==> src/rtl/player_pkg.sv <==
// Shared types and constants for player/entity motion controllers.
//   motion_state_t : IDLE/WALK/RISE/FALL (2-bit encoding, exported on `state`)
//   KEY_*          : USB HID keycodes used by the key decoder
//   vel_t          : 6-bit signed vertical velocity
package player_pkg;

    typedef enum logic [1:0] {
        IDLE = 2'd0,
        WALK = 2'd1,
        RISE = 2'd2,
        FALL = 2'd3
    } motion_state_t;

    localparam logic [7:0] KEY_A     = 8'h04;
    localparam logic [7:0] KEY_D     = 8'h07;
    localparam logic [7:0] KEY_W     = 8'h1A;
    localparam logic [7:0] KEY_SPACE = 8'h2C;

    localparam int unsigned VEL_W = 6;
    typedef logic signed [VEL_W-1:0] vel_t;

    // True in the states where the player stands on the floor.
    function automatic logic is_grounded(input motion_state_t st);
        return (st == IDLE) || (st == WALK);
    endfunction

endpackage

==> src/rtl/player_key_decode.sv <==
// Combinational map of two HID keycode slots to left/right/jump intents.
// Ports:
//   i_keycode0, i_keycode1 : HID keycodes (0x00 = none)
//   o_left_c   : A held in either slot
//   o_right_c  : D held in either slot
//   o_jump_c   : W or Space held in either slot
module player_key_decode
    import player_pkg::*;
(
    input  logic [7:0] i_keycode0,
    input  logic [7:0] i_keycode1,
    output logic       o_left_c,
    output logic       o_right_c,
    output logic       o_jump_c
);

    assign o_left_c  = (i_keycode0 == KEY_A) || (i_keycode1 == KEY_A);
    assign o_right_c = (i_keycode0 == KEY_D) || (i_keycode1 == KEY_D);
    assign o_jump_c  = (i_keycode0 == KEY_W)     || (i_keycode1 == KEY_W) ||
                       (i_keycode0 == KEY_SPACE) || (i_keycode1 == KEY_SPACE);

endmodule

==> src/rtl/player_motion.sv <==
// Per-frame player kinematics: walk/jump intents from keycodes, 2-D position
// integration with gravity, evaluated once per frame_tick.
// Optional feature: define PLAYER_DOUBLE_JUMP_EN to allow one extra jump while
// airborne (re-armed on landing).
// Ports:
//   vga_clk      : clock
//   reset_n      : asynchronous active-low reset
//   frame_tick   : one-cycle update strobe per frame
//   keycode0/1   : HID keycodes, sampled only when frame_tick=1
//   BallX, BallY : registered sprite centre
//   facing_left  : registered, 1 selects mirrored sprite
//   state        : registered motion state (IDLE/WALK/RISE/FALL)
module player_motion
    import player_pkg::*;
#(
    parameter int unsigned X_START   = 320,
    parameter int unsigned Y_GROUND  = 400,
    parameter int unsigned X_MIN     = 15,
    parameter int unsigned X_MAX     = 624,
    parameter int unsigned Y_MIN     = 15,
    parameter int unsigned WALK_STEP = 2,
    parameter int unsigned JUMP_VEL  = 12,
    parameter int unsigned GRAVITY   = 1,
    parameter int unsigned VEL_MAX   = 12
)(
    input  logic       vga_clk,
    input  logic       reset_n,
    input  logic       frame_tick,
    input  logic [7:0] keycode0,
    input  logic [7:0] keycode1,
    output logic [9:0] BallX,
    output logic [9:0] BallY,
    output logic       facing_left,
    output logic [1:0] state
);

    localparam int unsigned POS_W = 10;
    localparam int unsigned ARI_W = 11;

    localparam logic signed [ARI_W-1:0] X_MIN_S    = ARI_W'(X_MIN);
    localparam logic signed [ARI_W-1:0] X_MAX_S    = ARI_W'(X_MAX);
    localparam logic signed [ARI_W-1:0] Y_MIN_S    = ARI_W'(Y_MIN);
    localparam logic signed [ARI_W-1:0] Y_GROUND_S = ARI_W'(Y_GROUND);
    localparam logic signed [ARI_W-1:0] STEP_S     = ARI_W'(WALK_STEP);
    localparam logic signed [VEL_W:0]   GRAV_S     = (VEL_W+1)'(GRAVITY);
    localparam logic signed [VEL_W:0]   VMAX_S     = (VEL_W+1)'(VEL_MAX);
    localparam vel_t                    VY_JUMP    = vel_t'(0 - int'(JUMP_VEL));

    logic [POS_W-1:0] r_x;
    logic [POS_W-1:0] r_y;
    vel_t             r_vy;
    motion_state_t    r_state;
    logic             r_facing;
    logic             r_prev_jump;
`ifdef PLAYER_DOUBLE_JUMP_EN
    logic             r_air_used;
    logic             w_air_used_nxt;
`endif

    logic                    w_left;
    logic                    w_right;
    logic                    w_jump;
    logic                    w_walk;
    logic                    w_jump_edge;
    logic signed [ARI_W-1:0] w_x_sum;
    logic signed [ARI_W-1:0] w_y_sum;
    logic signed [VEL_W:0]   w_vy_inc;
    logic [POS_W-1:0]        w_x_nxt;
    logic [POS_W-1:0]        w_y_nxt;
    vel_t                    w_vy_nxt;
    vel_t                    w_vy_grav;
    motion_state_t           w_state_nxt;
    logic                    w_facing_nxt;

    player_key_decode u_key_decode (
        .i_keycode0 (keycode0),
        .i_keycode1 (keycode1),
        .o_left_c   (w_left),
        .o_right_c  (w_right),
        .o_jump_c   (w_jump)
    );

    assign w_walk      = w_left ^ w_right;
    assign w_jump_edge = w_jump & ~r_prev_jump;

    // Horizontal step and clamp; 11-bit signed so the edges never wrap.
    always_comb begin
        w_x_sum      = $signed({1'b0, r_x});
        w_facing_nxt = r_facing;
        if (w_left && !w_right) begin
            w_x_sum      = $signed({1'b0, r_x}) - STEP_S;
            w_facing_nxt = 1'b1;
        end else if (w_right && !w_left) begin
            w_x_sum      = $signed({1'b0, r_x}) + STEP_S;
            w_facing_nxt = 1'b0;
        end
        if (w_x_sum < X_MIN_S) begin
            w_x_nxt = POS_W'(X_MIN);
        end else if (w_x_sum > X_MAX_S) begin
            w_x_nxt = POS_W'(X_MAX);
        end else begin
            w_x_nxt = w_x_sum[POS_W-1:0];
        end
    end

    // Candidate airborne integration: position step and capped gravity.
    always_comb begin
        w_y_sum   = $signed({1'b0, r_y}) + $signed({{(ARI_W-VEL_W){r_vy[VEL_W-1]}}, r_vy});
        w_vy_inc  = $signed({r_vy[VEL_W-1], r_vy}) + GRAV_S;
        w_vy_grav = (w_vy_inc > VMAX_S) ? VMAX_S[VEL_W-1:0] : w_vy_inc[VEL_W-1:0];
    end

    // Next-state and vertical update.
    always_comb begin
        w_state_nxt = r_state;
        w_y_nxt     = r_y;
        w_vy_nxt    = r_vy;
`ifdef PLAYER_DOUBLE_JUMP_EN
        w_air_used_nxt = r_air_used;
`endif
        if (is_grounded(r_state)) begin
            if (w_jump_edge) begin
                w_vy_nxt    = VY_JUMP;
                w_state_nxt = RISE;
            end else begin
                w_state_nxt = w_walk ? WALK : IDLE;
            end
        end
`ifdef PLAYER_DOUBLE_JUMP_EN
        else if (w_jump_edge && !r_air_used) begin
            w_vy_nxt       = VY_JUMP;
            w_state_nxt    = RISE;
            w_air_used_nxt = 1'b1;
        end
`endif
        else if (w_y_sum < Y_MIN_S) begin
            w_y_nxt     = POS_W'(Y_MIN);
            w_vy_nxt    = '0;
            w_state_nxt = FALL;
        end else if (w_y_sum >= Y_GROUND_S) begin
            w_y_nxt     = POS_W'(Y_GROUND);
            w_vy_nxt    = '0;
            w_state_nxt = w_walk ? WALK : IDLE;
`ifdef PLAYER_DOUBLE_JUMP_EN
            w_air_used_nxt = 1'b0;
`endif
        end else begin
            w_y_nxt     = w_y_sum[POS_W-1:0];
            w_vy_nxt    = w_vy_grav;
            w_state_nxt = (w_vy_grav >= 0) ? FALL : RISE;
        end
    end

    // State registers; everything holds between frame ticks.
    always_ff @(posedge vga_clk or negedge reset_n) begin
        if (!reset_n) begin
            r_x         <= POS_W'(X_START);
            r_y         <= POS_W'(Y_GROUND);
            r_vy        <= '0;
            r_state     <= IDLE;
            r_facing    <= 1'b0;
            r_prev_jump <= 1'b0;
`ifdef PLAYER_DOUBLE_JUMP_EN
            r_air_used  <= 1'b0;
`endif
        end else if (frame_tick) begin
            r_x         <= w_x_nxt;
            r_y         <= w_y_nxt;
            r_vy        <= w_vy_nxt;
            r_state     <= w_state_nxt;
            r_facing    <= w_facing_nxt;
            r_prev_jump <= w_jump;
`ifdef PLAYER_DOUBLE_JUMP_EN
            r_air_used  <= w_air_used_nxt;
`endif
        end
    end

    assign BallX       = r_x;
    assign BallY       = r_y;
    assign facing_left = r_facing;
    assign state       = r_state;

endmodule

==> config.mk <==
export PLATFORM = sky130hd
export DESIGN_NAME = player_motion
export DESIGN_NICKNAME = d
export VERILOG_FILES = /design/src/rtl/player_pkg.sv /design/src/rtl/player_key_decode.sv /design/src/rtl/player_motion.sv
export SDC_FILE = /design/constraint.sdc
export NUM_CORES = 1
export LEC_CHECK = 0
export ABC_AREA = 1
export BUFFER_PORTS_ARGS = -buffer_cell sky130_fd_sc_hd__buf_2
export CORE_MARGIN = 2
export CORE_UTILIZATION = 55
export DETAILED_ROUTE_END_ITERATION = 8
export PLACE_DENSITY_LB_ADDON = 0.3
export SLEW_MARGIN = 40
export SYNTH_ARGS = -nofsm -noshare
export SYNTH_HDL_FRONTEND = slang
export SYNTH_SLANG_ARGS = --single-unit
==> constraint.sdc <==
create_clock -name vga_clk -period 5.32 [get_ports vga_clk]
set_input_delay 0.532 -clock vga_clk [delete_from_list [all_inputs] [get_ports vga_clk]]
set_output_delay 0.532 -clock vga_clk [all_outputs]
set_load 0.1 [all_outputs]
==> flow_summary.yaml, run 1 <==
logic_synthesis:
  yosys.cell_types.count: 48
  synth_edf_count: 0
  yosysMostFrequentCell: "nand2_1"
  netlist_area_um2: 2750
  synth_area_leaders: "dfrtp_1 23%, nand2_1 14%, inv_1 7.8%"
  seq_area_frac_synth_pct: 27.5
  ys.flop_type: "dfrtp_1"
  synthArstFlopShare_pct: 100
  synth_top_cell_area_share_pct: 22.7
  synth.largest_area_cell: "dfrtp_1"
  netlist_instances: 404
  ys_ff_latch: 30
  netlist_top_cells_count: "102 x nand2_1, 57 x inv_1, 38 x nor2_1"
  synth_nets: 440
  yosysWarnings: 0
  synth_area_per_cell_um2: 6.81
drt:
  drc: 0
  wire_per_inst_um: 11.8
  first_pass_iters: 5
  num_vias: 2718
  drt_iter0_markers: 207
  wl_um: 6080
  via_per_inst: 5.27
  drtAntennaViolNets: 0
worst_setup_path:
  end_kind: "flop"
  ff2ff_setup_slack_ns: 2.65
  cp_common_cell: "inv_1"
  required_ns: 5.49
  worstSetupStartpointType: "primary input"
  crit_slowest_cell: "ha_1"
  criticalPathCategory: "in -> reg"
  crit_chain: "buf_2, nor2_1, inv_1, nor3_1, inv_1, o32ai_1, inv_1, ha_1, nor2_1, inv_1, o21ai_1, xnor2_1, nand3b_1, nor2_1, nand2_4, nand3_4, inv_4, nand2_1, nand2_1"
  arrival_ns: 2.93
  cp_slowest_stage_delay_ns: 0.31
  path_max_fanout: 10
sta:
  finalSetupViolCount: 0
  final_min_period_over_clock_period_pct: 51.8
  clock_skew_ns: 0.00632
  slew_violations: 0
  tns_ns: 0
  fmax_ghz: 0.363
  max_slew_margin_pct: 51.0
  rsz0062_at_grt: "false"
  worst_slew_pin_slew_ns: 0.734
  fin_crit_ns: 2.76
  hold_viol_final: 0
  fin_hold_ws_ns: 0.285
clock_tree:
  cts.sinks: 30
  htreeDepth: 2
  insertion_delay_ns: 0.28
  cts_buffer_depth: 2
  cts_resized: 0
  cts_setup_buffers: 0
  cts_hold_buf: 0
  clkTransAtPathRegs_ns: 0.07
  ctsRootBufferMaster: "clkbuf_8"
  cts_buffers: 5
  cts_tree: "built"
placed_design:
  hpwl_um: 4890
  gp_congestion: 0.951
  io_buffer_count: 41
  placed_cell_area_um2: 3020
global_route:
  grt_antenna_before_repair: 0
  grt_max_degree: 31
  grt_pass1_vias: 2419
  overflow: 0
  grt_pass1_wl_um: 10400
  grt.total_usage_pct: 23.7
floorplan:
  core_um2: 4790
  ioPinCount: 42
  die_h_um: 74.7
  die_area_um2: 5590
  rows: 25
  dieWidth_um: 74.7
  start_util_pct: 57.5
outcome:
  outcome: "finished clean"
cells_and_area:
  nNetsFinal: 484
  area_growth_pct: 13.0
  stdcell_area_um2: 3110
  finalCoreUtilization_pct: 65.0
  antenna_cells: 0
  final_layout_size_suffix_gt1_share_pct: 21.2
hold_path:
  hp-class: "in -> async"
run:
  max_cap_violations: 0
## cells in the final DEF, fill, tap and decap left out, types with 4 or more instances in the layout
cell	count
xor2_1	4
o21ai_1	15
nor3_1	6
a21oi_1	16
nand2_4	4
buf_2	41
dfstp_2	5
nand2_1	102
clkbuf_8	6
ha_1	16
nand4_1	9
nand2_2	7
dfrtp_1	25
o21ai_0	8
inv_2	7
nand3_1	31
inv_1	57
a21oi_2	5
o21ai_2	4
nand3b_1	4
nor2_1	38
## worst paths after layout
| path | to | cells past startpoint | startpoint |
|---|---|---|---|
| min in group vga_clk | BallY[7]$_DFFE_PN1P_ | 2 | BallY[7]$_DFFE_PN1P_ |
| worst max-delay path | BallX[4]$_DFFE_PN0P_ | 19 | keycode1[7] |
| worst min-delay path | BallY[6]$_DFFE_PN0P_ | 1 | reset_n |
| max in group asynchronous | BallX[1]$_DFFE_PN0P_ | 1 | reset_n |
| worst max register to register | r_vy[0]$_DFFE_PN0P_ | 16 | r_vy[0]$_DFFE_PN0P_ |
| worst min register to register | BallY[7]$_DFFE_PN1P_ | 2 | BallY[7]$_DFFE_PN1P_ |
## critical path: cells and delay by family
kind / cells / cell delay, ns
xor gates and xnor gates: 1 / 0.19
AOI/OAI and AO/OA: 2 / 0.31
adders and majority gates: 1 / 0.31
buffers and inverters: 6 / 0.41
and+or+nand+nor: 9 / 1.17
## through the flow
| step | setup slack [ns] | instances |
|---|---|---|
| floorplan | 2.42 | 404 |
| global placement | 2.34 | 508 |
| detailed placement | 2.27 | 508 |
| CTS | 2.58 | 516 |
| global route | 2.17 | 516 |
| finish | 2.56 | 516 |
## sequential cells by signal, summed over array words and instances, names as in the netlist
register,cells
facing_left,1
r_prev_jump,1
BallY,10
BallX,10
state,2
r_vy,6
## kinds of logic (layout without fill, tap and decap cells)
group           after synthesis  after routing  synth area share, %
flops                        30             30                 27.5
simple gates                218            218                 38.1
fa+ha+maj                    17             17                 8.00
xor+xnor                      8              8                 2.82
compound gates               61             61                 13.7
buf+inv                      70            115                 9.86
## final cells by class
type,instances,area [µm²]
Multi-Input combinational cell,304,1720
Fill cell,457,1670
Sequential cell,30,757
Inverter,66,250
Timing Repair Buffer,41,205
Clock buffer,7,86.3
Tap cell,67,83.8
Clock inverter,1,5.00
## metal layers
metal  share of wire [%]  vias to the layer above  track usage (%)
met3                 4.8                        9             4.55
met1                  49                     1233             33.3
met4                 1.1                        0             6.75
li1                    -                     1409                -
met2                  45                       67             37.4
met5                   0                        -                0
Power of run 1 is left out: the tool's default activity adds up to more than one toggle a clock period on the data nets, which glitch-free logic cannot reach.
==> inputs of run 2 (changes only) <==
Clock period 5.32 ns to 2.6 ns, I/O delays scaled along.
==> flow_summary.yaml, run 2 (synthesis gave the netlist of run 1 again) <==
outcome:
  outcome: "finished clean"
global_route:
  grt_pass1_wl_um: 11300
  grt_antenna_before_repair: 0
  grt.total_usage_pct: 25.7
  grt_max_degree: 31
  overflow: 0
  grt_pass1_vias: 2546
floorplan:
  ioPinCount: 42
  start_util_pct: 57.5
  rows: 25
  die_h_um: 74.7
  core_um2: 4790
  die_area_um2: 5590
  dieWidth_um: 74.7
worst_setup_path:
  worstSetupStartpointType: "flop"
  path_max_fanout: 7
  end_kind: "flop"
  arrival_ns: 2.63
  criticalPathCategory: "reg -> reg"
  cp_slowest_stage_delay_ns: 0.41
  path_delay_family: "simple AND/OR/NAND/NOR gates"
  path_buf_inv: 2
  crit_slowest_cell: "dfrtp_1"
  ff2ff_setup_slack_ns: 0.17
  crit_chain: "ha_4, inv_1, fa_2, inv_1, nand2_1, nand2_2, nand3_4, nand2_4, nand2_2, o21ai_1, nand2_1, nand2_4, nand2_8, nor2_8, nand3_4, o21ai_2"
  required_ns: 2.80
drt:
  via_per_inst: 5.37
  wl_um: 6770
  first_pass_iters: 5
  drtAntennaViolNets: 0
  num_vias: 2831
  wire_per_inst_um: 12.9
  drc: 0
  drt_iter0_markers: 216
clock_tree:
  clkTransAtPathRegs_ns: 0.07
  ctsRootBufferMaster: "clkbuf_8"
  htreeDepth: 2
  cts_buffer_depth: 2
  insertion_delay_ns: 0.28
  cts_buffers: 5
  cts_tree: "built"
  cts.sinks: 30
  cts_hold_buf: 0
sta:
  hold_viol_final: 0
  max_slew_margin_pct: 46.8
  clock_skew_ns: 0.00770
  fin_crit_ns: 2.43
  final_min_period_over_clock_period_pct: 93.4
  worst_slew_pin_slew_ns: 0.796
  fmax_ghz: 0.412
  slew_violations: 0
  finalSetupViolCount: 0
placed_design:
  io_buffer_count: 41
  gp_congestion: 0.959
  hpwl_um: 5160
  dp_cells: 516
cells_and_area:
  antenna_cells: 0
  mostFrequentLayoutCells: "100 x nand2_1, 57 x inv_1, 41 x buf_2"
  fillers: 406
  area_growth_pct: 20.5
  nNetsFinal: 495
  layoutNonFillerInstCount: 527
  final_layout_size_suffix_gt1_share_pct: 26.7
  finalCoreUtilization_pct: 69.3
  final_common_cell: "nand2_1"
hold_path:
  hp-class: "in -> async"
run:
  max_cap_violations: 0
[run 2: cell types whose count changed in the layout (fill, tap and decap cells not counted), sizes merged]
cell    delta
clkbuf     +1
buf       +11
clkinv     -1
[run 2: cell type report]
class	instances	area (µm²)	area share, %
repair buffers	52	288	8.68
inverters	66	253	7.62
clock buffers	8	110	3.32
well taps	67	83.8	2.53
flip-flops and latches	30	762	23.0
multi-input cells	304	1820	54.9
[run 2: final timing paths]
check | start | to | cells past startpoint
worst max-delay path | r_vy[0]$_DFFE_PN0P_ | r_vy[0]$_DFFE_PN0P_ | 16
worst min-delay path | reset_n | BallY[6]$_DFFE_PN0P_ | 1
worst max register to register | r_vy[0]$_DFFE_PN0P_ | r_vy[0]$_DFFE_PN0P_ | 16
worst min register to register | BallY[7]$_DFFE_PN1P_ | BallY[7]$_DFFE_PN1P_ | 2
max in group asynchronous | reset_n | r_vy[1]$_DFFE_PN0P_ | 1
min in group vga_clk | frame_tick | BallX[8]$_DFFE_PN1P_ | 3
[run 2: per-stage QoR]
| step | area [µm²] | hold slack (ns) | setup TNS [ns] | setup slack [ns] |
|---|---|---|---|---|
| after floorplan | 2760 | -0.0356 | 0 | 0.00171 |
| after global placement | 3080 | 0.337 | -0.184 | -0.0387 |
| after detailed placement | 3080 | 0.343 | -0.409 | -0.0709 |
| after CTS | 3190 | 0.0390 | 0 | 0.0138 |
| after global routing | 3320 | 0.0657 | -0.0275 | -0.0160 |
| final | 3320 | 0.0148 | 0 | 0.172 |
[run 2: what timing repair did]
item | in CTS | in global routing
buffers inserted | 0 | 3
resized for setup | 0 | 23
setup endpoints to repair | 0 | 27
[run 2: worst register-to-register path: cells and delay by family, from the launching register on]
family,cells,cell delay [ns]
compound gates,2,0.27
buf+inv,2,0.10
simple gates,10,1.06
flops,1,0.41
fa+ha+maj,2,0.50
[run 2: per-layer routing]
layer	part of all wire (%)	vias up	GRT usage [%]
met2	47	91	43.0
met4	0.53	0	3.97
met3	5.1	6	4.55
li1	-	1441	-
met1	47	1293	35.8
met5	0	-	0
Power of run 2 is left out for the same reason.
==> inputs of run 3 (changes only) <==
Settings changed: CAP_MARGIN set to 15, CTS_BUF_LIST set to sky130_fd_sc_hd__clkbuf_2, SLEW_MARGIN 40 to 5.
==> flow_summary.yaml, run 3 (synthesis gave the netlist of run 1 again) <==
outcome:
  outcome: "finished clean"
floorplan:
  die_h_um: 74.7
  rows: 25
  start_util_pct: 57.5
  ioPinCount: 42
  dieWidth_um: 74.7
  die_area_um2: 5590
  core_um2: 4790
drt:
  num_vias: 2812
  wl_um: 6700
  drtAntennaViolNets: 0
  first_pass_iters: 4
  drt_iter0_markers: 180
  wire_per_inst_um: 12.6
  via_per_inst: 5.29
  drc: 0
worst_setup_path:
  worstSetupStartpointType: "flop"
  path_buf_inv: 2
  crit_chain: "ha_4, inv_1, fa_2, inv_2, nand2_4, nand2_4, nand3_4, nand2_4, nand2_4, o21ai_1, nand2_1, nand2_4, nand2_8, nor2_8, nand3_4, o21ai_2"
  end_kind: "flop"
  path_delay_family: "simple AND/OR/NAND/NOR gates"
  required_ns: 2.92
  criticalPathCategory: "reg -> reg"
  arrival_ns: 2.83
  crit_slowest_cell: "dfrtp_1"
  cp_common_cell: "nand2_4"
  cp_slowest_stage_delay_ns: 0.44
  path_max_fanout: 7
global_route:
  grt_max_degree: 31
  grt_pass1_vias: 2500
  grt_pass1_wl_um: 11000
  grt_antenna_before_repair: 0
  overflow: 0
  grt.total_usage_pct: 25.2
clock_tree:
  clkTransAtPathRegs_ns: 0.16
  cts_tree: "built"
  cts_buffers: 5
  insertion_delay_ns: 0.39
  ctsRootBufferMaster: "clkbuf_2"
  htreeDepth: 2
  cts.sinks: 30
  cts_buffer_depth: 2
cells_and_area:
  multi_input_area_um2: 1830
  final_layout_size_suffix_gt1_share_pct: 26.5
  antenna_cells: 0
  final_common_cell: "nand2_1"
  mostFrequentLayoutCells: "99 x nand2_1, 56 x inv_1, 41 x buf_2"
  regArea_um2: 762
  area_growth_pct: 19.6
  nNetsFinal: 500
  fillers: 420
sta:
  fin_crit_ns: 2.51
  clock_skew_ns: 0.0337
  worst_slew_pin_slew_ns: 0.762
  final_min_period_over_clock_period_pct: 96.6
  slew_violations: 0
  max_slew_margin_pct: 49.1
  hold_viol_final: 0
  finalSetupViolCount: 0
  fmax_ghz: 0.398
  tns_ns: 0
placed_design:
  hpwl_um: 5160
  gp_congestion: 0.959
  io_buffer_count: 41
run:
  max_cap_violations: 0
hold_path:
  hp-class: "in -> reg"
## run 3: cell types whose count changed in the layout (fill, tap and decap cells not counted), sizes merged
cell / previous run / this run
buf: 52 / 56
clkbuf: 8 / 5
clkinv: 1 / 4
dlygate4sd3: 0 / 1
## run 3: repair_timing
item / in CTS / in global routing
buffers inserted: 0 / 7
endpoints found under the hold margin: 25 / 0
hold buffers: 1 / 0
gates resized for setup: 0 / 24
setup endpoints to repair: 0 / 23
## run 3: final timing paths
path,from,end,slack [ns],depth (start not counted)
worst max-delay path,r_vy[0]$_DFFE_PN0P_,r_vy[0]$_DFFE_PN0P_,0.09,16
worst min-delay path,frame_tick,BallX[8]$_DFFE_PN1P_,0.25,3
worst max register to register,r_vy[0]$_DFFE_PN0P_,r_vy[0]$_DFFE_PN0P_,0.09,16
worst min register to register,BallY[7]$_DFFE_PN1P_,BallY[7]$_DFFE_PN1P_,0.49,2
max in group asynchronous,reset_n,BallY[0]$_DFFE_PN0P_,1.68,2
min in group asynchronous,reset_n,BallY[6]$_DFFE_PN0P_,0.41,2
## run 3: worst register-to-register path: stages, from the launching register on
cell and delay [ns]:
dfrtp_1 0.44, ha_4 0.15, inv_1 0.05, fa_2 0.41
inv_2 0.08, nand2_4 0.05, nand2_4 0.10, nand3_4 0.10
nand2_4 0.09, nand2_4 0.05, o21ai_1 0.13, nand2_1 0.10
nand2_4 0.15, nand2_8 0.10, nor2_8 0.20, nand3_4 0.11
o21ai_2 0.15
## run 3: metal layers
layer | GRT usage (%) | part of all wire (%)
met2 | 40.5 | 46
met5 | 0 | 0
met3 | 4.55 | 4.2
met4 | 5.16 | 1.9
met1 | 35.8 | 48
## run 3: final cells by class
cell class                 instances  area share, %
clock buffer                       5          0.760
sequential                        30           23.1
timing repair buffer              57           9.95
tap                               67           2.55
clock inverter                     3          0.342
multi-input combinational        304           55.7
inverter                          66           7.60
## run 3: per-stage QoR
step / utilization (%) / hold WS [ns] / worst slack, ns / instance area [µm²] / std cells
2_1_floorplan: - / -0.0356 / 0.00171 / 2760 / 404
3_3_place_gp: 64.4 / 0.337 / -0.0387 / 3080 / 516
3_5_place_dp: 64.4 / 0.343 / -0.0709 / 3080 / 516
4_1_cts: 65.4 / 0.236 / 0.0206 / 3130 / 525
5_1_grt: 68.8 / 0.244 / -0.0159 / 3290 / 532
6_report: 68.8 / 0.245 / 0.0893 / 3290 / 532
Power of run 3 is left out for the same reason.
